[src/rtl/uart_dmi_bridge.sv]
// UART-to-DMI bridge: a host sends 6-byte request frames over 8N1 serial,
// the bridge issues one DMI request, waits for the response and returns
// the 32-bit data plus 2-bit status as 5 serial bytes.
module uart_dmi_bridge #(
  parameter int CLKS_PER_BIT = 868,
  parameter int GAP_TIMEOUT  = 1000000
) (
  input  logic        clk_i,
  input  logic        reset_i,
  input  logic        uart_rx_i,
  output logic        uart_tx_o,
  output logic [1:0]  dmi_req_op_o,
  output logic [31:0] dmi_req_data_o,
  output logic [6:0]  dmi_req_address_o,
  output logic        dmi_req_valid_o,
  input  logic        dmi_req_ready_i,
  input  logic        dmi_rsp_valid_i,
  input  logic [31:0] dmi_rsp_data_i,
  input  logic [1:0]  dmi_rsp_op_i,
  output logic        busy_o
);

  localparam int CW = $clog2(CLKS_PER_BIT);
  localparam int GW = (GAP_TIMEOUT < 1) ? 1 : $clog2(GAP_TIMEOUT + 1);
  localparam logic [CW-1:0] BIT_LAST  = CW'(CLKS_PER_BIT - 1);
  localparam logic [CW-1:0] HALF_LAST = CW'(CLKS_PER_BIT / 2 - 1);
  localparam logic [GW-1:0] GAP_MAX   = GW'(GAP_TIMEOUT);

  typedef enum logic [1:0] {RX_IDLE, RX_START, RX_DATA, RX_STOP} rx_state_e;
  typedef enum logic [1:0] {ST_RX, ST_ISSUE, ST_WAIT_RSP, ST_TX} state_e;

  // ---------------- input synchronizer ----------------
  logic rx_s1_q, rx_s2_q, rx_s3_q;
  logic rx_fall;

  // Two flops for metastability, a third to detect the start-bit falling edge.
  always_ff @(posedge clk_i or negedge reset_i) begin
    if (!reset_i) begin
      rx_s1_q <= 1'b1;
      rx_s2_q <= 1'b1;
      rx_s3_q <= 1'b1;
    end else begin
      rx_s1_q <= uart_rx_i;
      rx_s2_q <= rx_s1_q;
      rx_s3_q <= rx_s2_q;
    end
  end

  assign rx_fall = rx_s3_q & ~rx_s2_q;

  // ---------------- RX byte sampler ----------------
  rx_state_e     rx_state_q, rx_state_d;
  logic [CW-1:0] rx_cnt_q, rx_cnt_d;
  logic [2:0]    rx_bit_q, rx_bit_d;
  logic [7:0]    rx_shift_q, rx_shift_d;
  logic          rx_done, rx_ferr;

  // Sampler state registers.
  always_ff @(posedge clk_i or negedge reset_i) begin
    if (!reset_i) begin
      rx_state_q <= RX_IDLE;
      rx_cnt_q   <= '0;
      rx_bit_q   <= '0;
      rx_shift_q <= '0;
    end else begin
      rx_state_q <= rx_state_d;
      rx_cnt_q   <= rx_cnt_d;
      rx_bit_q   <= rx_bit_d;
      rx_shift_q <= rx_shift_d;
    end
  end

  // Bit-centre sampling; rx_done/rx_ferr pulse in the stop-bit sample cycle.
  always_comb begin
    rx_state_d = rx_state_q;
    rx_cnt_d   = rx_cnt_q;
    rx_bit_d   = rx_bit_q;
    rx_shift_d = rx_shift_q;
    rx_done    = 1'b0;
    rx_ferr    = 1'b0;
    unique case (rx_state_q)
      RX_IDLE: begin
        if (rx_fall) begin
          rx_state_d = RX_START;
          rx_cnt_d   = '0;
        end
      end
      RX_START: begin
        if (rx_cnt_q == HALF_LAST) begin
          rx_cnt_d = '0;
          rx_bit_d = '0;
          // A glitch that is high again at mid-bit is not a start bit.
          rx_state_d = rx_s2_q ? RX_IDLE : RX_DATA;
        end else begin
          rx_cnt_d = rx_cnt_q + CW'(1);
        end
      end
      RX_DATA: begin
        if (rx_cnt_q == BIT_LAST) begin
          rx_cnt_d   = '0;
          rx_shift_d = {rx_s2_q, rx_shift_q[7:1]};
          if (rx_bit_q == 3'd7) rx_state_d = RX_STOP;
          else                  rx_bit_d   = rx_bit_q + 3'd1;
        end else begin
          rx_cnt_d = rx_cnt_q + CW'(1);
        end
      end
      RX_STOP: begin
        if (rx_cnt_q == BIT_LAST) begin
          rx_state_d = RX_IDLE;
          rx_cnt_d   = '0;
          rx_done    = rx_s2_q;
          rx_ferr    = ~rx_s2_q;
        end else begin
          rx_cnt_d = rx_cnt_q + CW'(1);
        end
      end
      default: rx_state_d = RX_IDLE;
    endcase
  end

  // ---------------- bridge control and TX ----------------
  state_e        state_q, state_d;
  logic [2:0]    bcnt_q, bcnt_d;
  logic [GW-1:0] gap_q, gap_d;
  logic [6:0]    addr_q, addr_d;
  logic [1:0]    op_q, op_d;
  logic [31:0]   data_q, data_d;
  logic [33:0]   rsp_q, rsp_d;
  logic          tx_q, tx_d;
  logic [CW-1:0] tx_cnt_q, tx_cnt_d;
  logic [3:0]    tx_bit_q, tx_bit_d;
  logic [2:0]    tx_byte_q, tx_byte_d;
  logic [39:0]   tx_word;
  logic [7:0]    tx_cur;

  assign tx_word = {6'b0, rsp_q};
  assign tx_cur  = tx_word[{tx_byte_q, 3'b000} +: 8];

  // Bridge state registers; all outputs come straight from these flops.
  always_ff @(posedge clk_i or negedge reset_i) begin
    if (!reset_i) begin
      state_q   <= ST_RX;
      bcnt_q    <= '0;
      gap_q     <= '0;
      addr_q    <= '0;
      op_q      <= '0;
      data_q    <= '0;
      rsp_q     <= '0;
      tx_q      <= 1'b1;
      tx_cnt_q  <= '0;
      tx_bit_q  <= '0;
      tx_byte_q <= '0;
    end else begin
      state_q   <= state_d;
      bcnt_q    <= bcnt_d;
      gap_q     <= gap_d;
      addr_q    <= addr_d;
      op_q      <= op_d;
      data_q    <= data_d;
      rsp_q     <= rsp_d;
      tx_q      <= tx_d;
      tx_cnt_q  <= tx_cnt_d;
      tx_bit_q  <= tx_bit_d;
      tx_byte_q <= tx_byte_d;
    end
  end

  // Frame assembly, DMI handshake, response capture and serial transmit.
  always_comb begin
    state_d   = state_q;
    bcnt_d    = bcnt_q;
    gap_d     = gap_q;
    addr_d    = addr_q;
    op_d      = op_q;
    data_d    = data_q;
    rsp_d     = rsp_q;
    tx_d      = tx_q;
    tx_cnt_d  = tx_cnt_q;
    tx_bit_d  = tx_bit_q;
    tx_byte_d = tx_byte_q;
    unique case (state_q)
      ST_RX: begin
        if (rx_ferr) begin
          // A corrupted byte poisons the whole frame.
          bcnt_d = '0;
          gap_d  = '0;
        end else if (rx_done) begin
          gap_d = '0;
          case (bcnt_q)
            3'd0:    addr_d        = rx_shift_q[6:0];
            3'd1:    op_d          = rx_shift_q[1:0];
            3'd2:    data_d[7:0]   = rx_shift_q;
            3'd3:    data_d[15:8]  = rx_shift_q;
            3'd4:    data_d[23:16] = rx_shift_q;
            default: data_d[31:24] = rx_shift_q;
          endcase
          if (bcnt_q == 3'd5) begin
            bcnt_d  = '0;
            state_d = ST_ISSUE;
          end else begin
            bcnt_d = bcnt_q + 3'd1;
          end
        end else if (bcnt_q != 3'd0 && rx_state_q == RX_IDLE) begin
          // Stale partial frame: drop it once the line has idled too long.
          if (gap_q == GAP_MAX) begin
            bcnt_d = '0;
            gap_d  = '0;
          end else begin
            gap_d = gap_q + GW'(1);
          end
        end
      end
      ST_ISSUE: begin
        if (dmi_req_ready_i) state_d = ST_WAIT_RSP;
      end
      ST_WAIT_RSP: begin
        if (dmi_rsp_valid_i) begin
          rsp_d     = {dmi_rsp_op_i, dmi_rsp_data_i};
          state_d   = ST_TX;
          tx_d      = 1'b0;
          tx_cnt_d  = '0;
          tx_bit_d  = '0;
          tx_byte_d = '0;
        end
      end
      ST_TX: begin
        if (tx_cnt_q == BIT_LAST) begin
          tx_cnt_d = '0;
          if (tx_bit_q == 4'd9) begin
            if (tx_byte_q == 3'd4) begin
              state_d = ST_RX;
              tx_d    = 1'b1;
            end else begin
              // Next start bit follows the stop bit with no idle gap.
              tx_byte_d = tx_byte_q + 3'd1;
              tx_bit_d  = '0;
              tx_d      = 1'b0;
            end
          end else begin
            tx_bit_d = tx_bit_q + 4'd1;
            tx_d     = (tx_bit_q == 4'd8) ? 1'b1 : tx_cur[tx_bit_q[2:0]];
          end
        end else begin
          tx_cnt_d = tx_cnt_q + CW'(1);
        end
      end
      default: state_d = ST_RX;
    endcase
  end

  assign uart_tx_o         = tx_q;
  assign dmi_req_valid_o   = (state_q == ST_ISSUE);
  assign dmi_req_op_o      = op_q;
  assign dmi_req_data_o    = data_q;
  assign dmi_req_address_o = addr_q;
  assign busy_o            = (state_q != ST_RX);

endmodule

[config.mk]
export PLATFORM = sky130hd
export DESIGN_NAME = uart_dmi_bridge
export DESIGN_NICKNAME = d
export VERILOG_FILES = /design/src/rtl/uart_dmi_bridge.sv
export SDC_FILE = /design/constraint.sdc
export NUM_CORES = 1
export LEC_CHECK = 0
export CORE_UTILIZATION = 30
export DETAILED_ROUTE_END_ITERATION = 8
export SYNTH_ARGS = -nofsm -noshare
export SYNTH_HDL_FRONTEND = slang
export SYNTH_SLANG_ARGS = --single-unit
export TNS_END_PERCENT = 10
[constraint.sdc]
create_clock -name clk_i -period 2.6 [get_ports clk_i]
set_clock_uncertainty 0.05 [all_clocks]
set_input_delay 0.39 -clock clk_i [delete_from_list [all_inputs] [get_ports clk_i]]
set_output_delay 0.39 -clock clk_i [all_outputs]
set_load 0.01 [all_outputs]
==> summary.txt, run 1 <==
Critical path
  • Worst path top cell family by delay: buffers and inverters
  • Crit Path Category: flip-flop to output pin
  • Max stage delay on crit path: 400 ps
  • Worst Setup End Kind: output pin
  • Crit path top cell by count: sky130_fd_sc_hd__inv_1
  • Critical Path Start Type: flip-flop
  • Reg-to-reg critical path startpoint: rx_cnt_q[0]$_DFFE_PN0P_
  • Arrival time reported for the critical path endpoint: 1930 ps
  • Slowest stage cell, crit path: sky130_fd_sc_hd__dfrtp_1
  • Crit path launch: state_q[0]$_DFFE_PN0P_
  • Cell chain of the critical path: inv_1, ha_1, buf_4, inv_1, dlygate4sd2_1
  • Critical Path RT: 2160 ps
  • Buf+Inv Stages, Crit Path: 4
  • Max FO, Critical Path: 14

Timing
  • Share of the clock period used by the worst path: 91.3%
  • Number of hold-slack violations in the final timing report: 0
  • Relative slew slack: 48.8%
  • Setup repair after global routing missed its margin: false
  • Slew Limit Fails: 0
  • Post-layout min period: 2370 ps
  • Final Setup Violations: 0
  • Fmax achieved: 0.421 GHz
  • Tightest Pin Transition: 760 ps
  • Setup_tns: 0 ps

Logic synthesis
  • Number of register bits inferred by synthesis: 144
  • Average instance area after synthesis: 12.1 sq um
  • Proportion of synthesized chip area in sequential cells: 52.1%
  • Main synth FF type: sky130_fd_sc_hd__dfrtp_1
  • Synthesized cell area: 0.00692 sq mm
  • Asr flop ratio synth: 100%
  • Nets in the synthesized netlist: 630
  • Synthesized instance count: 574
  • Ys Warns: 0
  • Unique masters post-synth: 59
  • Number of enable flip-flop cells after synthesis: 0

Route
  • 1st-pass router iterations: 4
  • Total Routed Length: 14900 um
  • Via count: 4826
  • Routed wirelength normalized by instance count: 15.2 um
  • Remaining design rule violation count: 0
  • Detailed router's first-iteration violation count: 234
  • Via/cell ratio: 4.93
  • Remaining antenna violation count: 0

Clock network
  • TritonCTS Buffers: 17
  • CTS tree: done
  • Deepest clock path buffer count: 2
  • Reg clk slew, reported paths: 60 ps
  • Clock root buffer: sky130_fd_sc_hd__clkbuf_16
  • Clock latency at the later pin of the worst-skew pair: 420 ps
  • Deepest level of the CTS H-tree: 4
  • Clock sink total: 144

Placement
  • Placer's final routability congestion estimate: 0.777
  • Total instance count after detailed placement: 944
  • DP Wirelength: 10500 um
  • Input/output buffers: 82

Layout
  • Combined area of the multi-input logic cells: 0.00314 sq mm
  • Fill cell instance count of the final layout: 2181
  • ANT cells: 0
  • Utilization after layout: 39.1%
  • Layout cell share with drive strength beyond 1: 24.8%
  • Area taken by flip-flops and latches: 0.00361 sq mm
  • Synth-to-layout area growth: 27.8%
  • Non-filler cells, final: 979
  • Net count reported at finish: 737

Pwr
  • Worst VDD drop: 404 uV
  • Gate power share: 24.7%
  • Leakage: 3.83 nW
  • Sw frac: 29.2%
  • Internal power: 5.02 mW
  • Flop pwr share: 40.9%
  • Total chip power: 7.09 mW
  • Clock network fraction of design power: 34.4%
  • Switching power total: 2.07 mW
  • Power per cell area: 801 mW/mm^2

GRT
  • Sum of overflow across all layers after global routing: 0
  • Number of global-route vias before repair: 5057
  • Global-route wire length before repair: 25900 um
  • Antenna violations before repair: 0
  • Maximum number of pins on one net before global-route repair: 52
  • Global router's overall resource usage: 13.6%

Floorplan
  • Row count: 55
  • Core area: 0.0226 sq mm
  • Starting Density: 30.6%
  • Total Die Area: 0.0237 sq mm
  • Die span in x: 154 um
  • I/O pins: 83
  • Die boundary height: 154 um

Min path
  • Hold Path Class: flip-flop to flip-flop
  • Launch instance of the worst min-delay path: rx_s1_q$_DFF_PN1_

Flow run
  • Max-capacitance violation count: 0

Outcome
  • Outcome: completed
worst paths after layout:
kind | endpoint | slack [ps] | cells past startpoint
worst min-delay path | rx_s2_q$_DFF_PN1_ | 310 | 0
worst max register to register | dmi_req_data_o[18]$_DFFE_PN0P_ | 250 | 7
min in group asynchronous | rx_cnt_q[9]$_DFFE_PN0P_ | 470 | 2
max in group asynchronous | uart_tx_o$_DFFE_PN1P_ | 1280 | 3
worst max-delay path | busy_o | 230 | 5
worst min register to register | rx_s2_q$_DFF_PN1_ | 310 | 0
worst reg2reg max path, cell delays in order, from the launching register on:
cell and delay (ps):
sky130_fd_sc_hd__dfrtp_1 430, sky130_fd_sc_hd__ha_2 240, sky130_fd_sc_hd__nand2b_1 150, sky130_fd_sc_hd__nor4_4 360, sky130_fd_sc_hd__nand3_4 200, sky130_fd_sc_hd__nor4_4 270, sky130_fd_sc_hd__buf_4 210, sky130_fd_sc_hd__mux2_2 340
per-layer routing:
layer | vias to the layer above | GRT usage, % | routed length (um)
met5 | - | 0 | 0
li1 | 2327 | - | -
met3 | 21 | 3.35 | 731
met4 | 0 | 6.62 | 354
met1 | 2372 | 18.5 | 7200
met2 | 106 | 20.1 | 6600
per-stage QoR:
stage | cell area [sq um] | hold WS, ps | setup WS [ps]
CTS | 8820 | 306 | 135
global placement | 8220 | 297 | 212
global route | 8850 | 309 | 50.0
finish | 8850 | 307 | 227
detailed placement | 8220 | 301 | 177
floorplan | 6920 | 44.4 | 289
cell families after synthesis:
kind of cell / Yosys count / share of synthesized area, %
AOI/OAI and AO/OA: 95 / 9.08
DFF: 144 / 52.1
muxes: 100 / 17.6
adders and majority gates: 17 / 3.07
buffers and inverters: 46 / 2.59
xor gates and xnor gates: 20 / 2.53
and+or+nand+nor: 152 / 12.9
Yosys cell counts (all sizes together) (4+ instances only):
cell | count | area share [%]
nor2 | 33 | 1.8
dfstp | 4 | 1.5
and2 | 4 | 0.36
o31ai | 5 | 0.54
or3 | 7 | 0.63
nor2b | 5 | 0.45
nand4 | 13 | 1.2
nand2 | 24 | 1.3
and4 | 4 | 0.51
mux2i | 5 | 0.72
a211oi | 4 | 0.61
buf | 7 | 0.47
nor3 | 5 | 0.36
xor2 | 12 | 1.5
a31oi | 6 | 0.54
o2111ai | 6 | 0.76
nand3b | 4 | 0.43
nand3 | 17 | 1.3
mux4 | 9 | 2.9
a21o | 4 | 0.43
ha | 17 | 3.1
clkbuf | 17 | 0.92
nand2b | 5 | 0.45
xnor2 | 8 | 1.0
mux2 | 86 | 14
a21oi | 18 | 1.3
o21ai | 29 | 2.1
dfrtp | 140 | 51
and3 | 6 | 0.54
nor4 | 8 | 1.4
inv | 22 | 1.2
power by group through the flow:
stage	sequential, mW	clock [mW]	combinational [mW]
after floorplan	2.84	0	1.28
after global placement	2.93	0	1.74
after detailed placement	2.94	0	1.76
after CTS	2.90	2.52	1.77
after global routing	2.96	2.60	1.96
final	2.90	2.44	1.75
cell usage in the layout, fill, tap and decap left out, types with 6 or more instances in the layout:
cell type                           n
sky130_fd_sc_hd__and3_1             6
sky130_fd_sc_hd__inv_1             22
sky130_fd_sc_hd__xnor2_1            8
sky130_fd_sc_hd__nand4_1           13
sky130_fd_sc_hd__mux4_2             9
sky130_fd_sc_hd__nand3_1           16
sky130_fd_sc_hd__o2111ai_1          6
sky130_fd_sc_hd__nor2_1            33
sky130_fd_sc_hd__a31oi_1            6
sky130_fd_sc_hd__clkdlybuf4s50_1   80
sky130_fd_sc_hd__nand2_1           24
sky130_fd_sc_hd__or3_1              7
sky130_fd_sc_hd__clkbuf_16         17
sky130_fd_sc_hd__o21ai_0           29
sky130_fd_sc_hd__xor2_1            12
sky130_fd_sc_hd__buf_4             28
sky130_fd_sc_hd__a21oi_1           18
sky130_fd_sc_hd__dfrtp_1          140
sky130_fd_sc_hd__mux2_2            86
sky130_fd_sc_hd__ha_1              16
area by class of cell:
cell class / count / share of cell area (%)
clock buffer: 19 / 5.01
clock inverter: 13 / 1.71
inverter: 22 / 0.934
multi-input combinational: 384 / 35.5
sequential: 144 / 40.8
tap: 285 / 4.03
timing repair buffer: 112 / 12.0
sequential cells by signal (all words and copies together), names as in the netlist, named ones only:
| name | count |
|---|---|
| tx_byte_q | 3 |
| uart_tx_o | 1 |
| dmi_req_data_o | 32 |
| rx_s2_q | 1 |
| rx_state_q | 1 |
| rx_s3_q | 1 |
| bcnt_q | 3 |
| tx_cnt_q | 10 |
| rx_s1_q | 1 |
| dmi_req_address_o | 7 |
| state_q | 2 |
| dmi_req_op_o | 2 |
| rx_bit_q | 3 |
| rx_cnt_q | 10 |
| gap_q | 20 |
| rsp_q | 34 |
| rx_shift_q | 8 |
| tx_bit_q | 4 |
timing repair:
item | 4_1_cts | 5_1_grt
hold endpoints to repair | 48 | 0
gates resized for setup | 1 | 2
hold buffers | 1 | 0
buffers inserted | 0 | 2
endpoints found under the setup margin | 1 | 16
Note: power is estimated with default switching activity, not from simulation.
==> inputs of run 2 (changes only) <==
--- a/config.mk
+++ b/config.mk
@@ -5,8 +5,12 @@
 export SDC_FILE = /design/constraint.sdc
 export NUM_CORES = 1
 export LEC_CHECK = 0
+export CELL_PAD_IN_SITES_DETAIL_PLACEMENT = 1
+export CELL_PAD_IN_SITES_GLOBAL_PLACEMENT = 1
 export CORE_UTILIZATION = 30
+export CTS_BUF_LIST = sky130_fd_sc_hd__clkbuf_4 sky130_fd_sc_hd__clkbuf_8
 export DETAILED_ROUTE_END_ITERATION = 8
+export PLACE_DENSITY_LB_ADDON = 0.1
 export SYNTH_ARGS = -nofsm -noshare
 export SYNTH_HDL_FRONTEND = slang
 export SYNTH_SLANG_ARGS = --single-unit
==> run 2 against run 1 <==
Sequential share of layout area is 0.84 points higher. Combinational power is 4% higher. Clock power is 27% lower. Hold slack worse by 7.6 ps. Clock-buffer cell count is 1 lower. Non-clock buffer count stayed put. First-iteration DRC count is 18% lower. Critical endpoint unchanged. Largest power group unchanged.
==> summary.txt, run 2 (same netlist as run 1, synthesis figures left out) <==
Outcome
  • Outcome: completed

Route
  • Total Routed Length: 17200 um
  • Remaining design rule violation count: 0
  • Routed wirelength normalized by instance count: 17.6 um
  • 1st-pass router iterations: 4
  • Remaining antenna violation count: 0
  • Via count: 4872
  • Via/cell ratio: 4.98
  • Detailed router's first-iteration violation count: 191

Clock network
  • Deepest clock path buffer count: 2
  • Reg clk slew, reported paths: 80 ps
  • Clock sink total: 144
  • TritonCTS Buffers: 17
  • Clock root buffer: sky130_fd_sc_hd__clkbuf_8
  • CTS tree: done
  • Clock latency at the later pin of the worst-skew pair: 450 ps
  • Deepest level of the CTS H-tree: 4

GRT
  • Maximum number of pins on one net before global-route repair: 75
  • Number of global-route vias before repair: 5323
  • Antenna violations before repair: 0
  • Global-route wire length before repair: 29000 um
  • Global router's overall resource usage: 15.6%
  • Sum of overflow across all layers after global routing: 0

Critical path
  • Arrival time reported for the critical path endpoint: 2050 ps
  • Cell chain of the critical path: inv_1, ha_1, inv_1, clkdlybuf4s50_1
  • Crit Path Category: flip-flop to output pin
  • Slowest stage cell, crit path: sky130_fd_sc_hd__clkdlybuf4s50_1
  • Critical Path Start Type: flip-flop
  • Register-to-register setup slack: 150 ps
  • Critical Path RT: 2160 ps
  • Max stage delay on crit path: 580 ps
  • Crit path top cell by count: sky130_fd_sc_hd__inv_1
  • Max FO, Critical Path: 6
  • Worst Setup End Kind: output pin

Layout
  • ANT cells: 0
  • Layout Cell Area excl Fill: 0.00867 sq mm
  • Most flops, register: rsp_q
  • Net count reported at finish: 737
  • Commonest cells after routing, fill and taps aside: 140 x sky130_fd_sc_hd__dfrtp_1, 86 x sky130_fd_sc_hd__mux2_2, 81 x sky130_fd_sc_hd__clkdlybuf4s50_1, 33 x sky130_fd_sc_hd__nor2_1, 29 x sky130_fd_sc_hd__o21ai_0
  • Fill cell instance count of the final layout: 2428
  • Synth-to-layout area growth: 25.2%
  • Most common cell after layout, fill and taps aside: sky130_fd_sc_hd__dfrtp_1
  • Layout cell share with drive strength beyond 1: 24.9%
  • Number of flip-flops under the largest register name: 34

Floorplan
  • Die boundary height: 154 um
  • I/O pins: 83
  • Row count: 55
  • Total Die Area: 0.0237 sq mm
  • Starting Density: 30.6%
  • Core area: 0.0226 sq mm
  • Die span in x: 154 um

Placement
  • Placer's final routability congestion estimate: 0.774
  • DP Wirelength: 12400 um
  • Post-Place Setup Slack: 84.9 ps
  • Input/output buffers: 82
  • Area after DPL: 0.00826 sq mm

Pwr
  • Leakage: 3.75 nW
  • Power per cell area: 751 mW/mm^2
  • Worst VDD drop: 355 uV

Timing
  • Setup repair after global routing missed its margin: true
  • Post-route setup slack: 111 ps
  • Fmax achieved: 0.402 GHz
  • Final Setup Violations: 0
  • Share of the clock period used by the worst path: 95.7%
  • Post-layout min period: 2490 ps
  • Tightest Pin Transition: 796 ps
  • Number of hold-slack violations in the final timing report: 0
  • Relative slew slack: 46.5%
  • Slew Limit Fails: 0

Flow run
  • Max-capacitance violation count: 0

Min path
  • Hold Path Class: input pin to flip-flop
## run 2: area by class of cell
cell class	instances	area (sq um)	area share [%]
sequential	144	3610	41.6
tap	285	357	4.11
clock buffer	18	248	2.86
clock inverter	14	146	1.69
timing repair buffer	112	1090	12.5
multi-input combinational	384	3140	36.2
inverter	22	82.6	0.953
## run 2: path summary, 6_finish.rpt
path | startpoint | to | cells past startpoint
worst max-delay path | state_q[0]$_DFFE_PN0P_ | busy_o | 4
min in group asynchronous | reset_i | asynchronous set/reset pin | 2
worst min-delay path | uart_rx_i | rx_s1_q$_DFF_PN1_ | 1
worst min register to register | rx_s1_q$_DFF_PN1_ | rx_s2_q$_DFF_PN1_ | 0
worst max register to register | rx_cnt_q[0]$_DFFE_PN0P_ | dmi_req_data_o[7]$_DFFE_PN0P_ | 7
max in group asynchronous | reset_i | dmi_req_data_o[5]$_DFFE_PN0P_ | 3
## run 2: worst max-delay path, delay by kind of cell (launching register included)
| family | cells | cell delay (ps) |
|---|---|---|
| adder cells (fa/ha/maj) | 1 | 310 |
| flip-flops | 1 | 380 |
| buffers and inverters | 3 | 910 |
## run 2: per-stage QoR
step                      TNS (ps)  total power [mW]  hold slack, ps  instances  utilization, %
final                            0              6.51             299        979            38.3
after global routing          -333              6.97             265        979            38.3
after CTS                        0              6.64             264        979            38.3
after detailed placement         0              4.79             300        946            36.5
after global placement           0              4.69             297        946            36.5
after floorplan                  0              4.13            44.4        574               -
## run 2: repair_timing
item | 4_1_cts | 5_1_grt
setup buffers | 0 | 0
hold buffers | 1 | 0
endpoints found under the hold margin | 67 | 0
setup endpoints to repair | 0 | 13
resized for setup | 0 | 1
## run 2: routing by layer
layer  up-vias  GRT usage (%)  part of all wire, %
met1      2481           20.4                   46
met3        14           3.86                  3.6
li1       2316              -                    -
met4         0           4.90                  1.4
met5         -              0                    0
met2        61           25.3                   49
## run 2: power breakdown
part	switching, mW	internal (mW)
sequential	0.262	2.63
combinational	0.895	0.926
clock	0.976	0.819
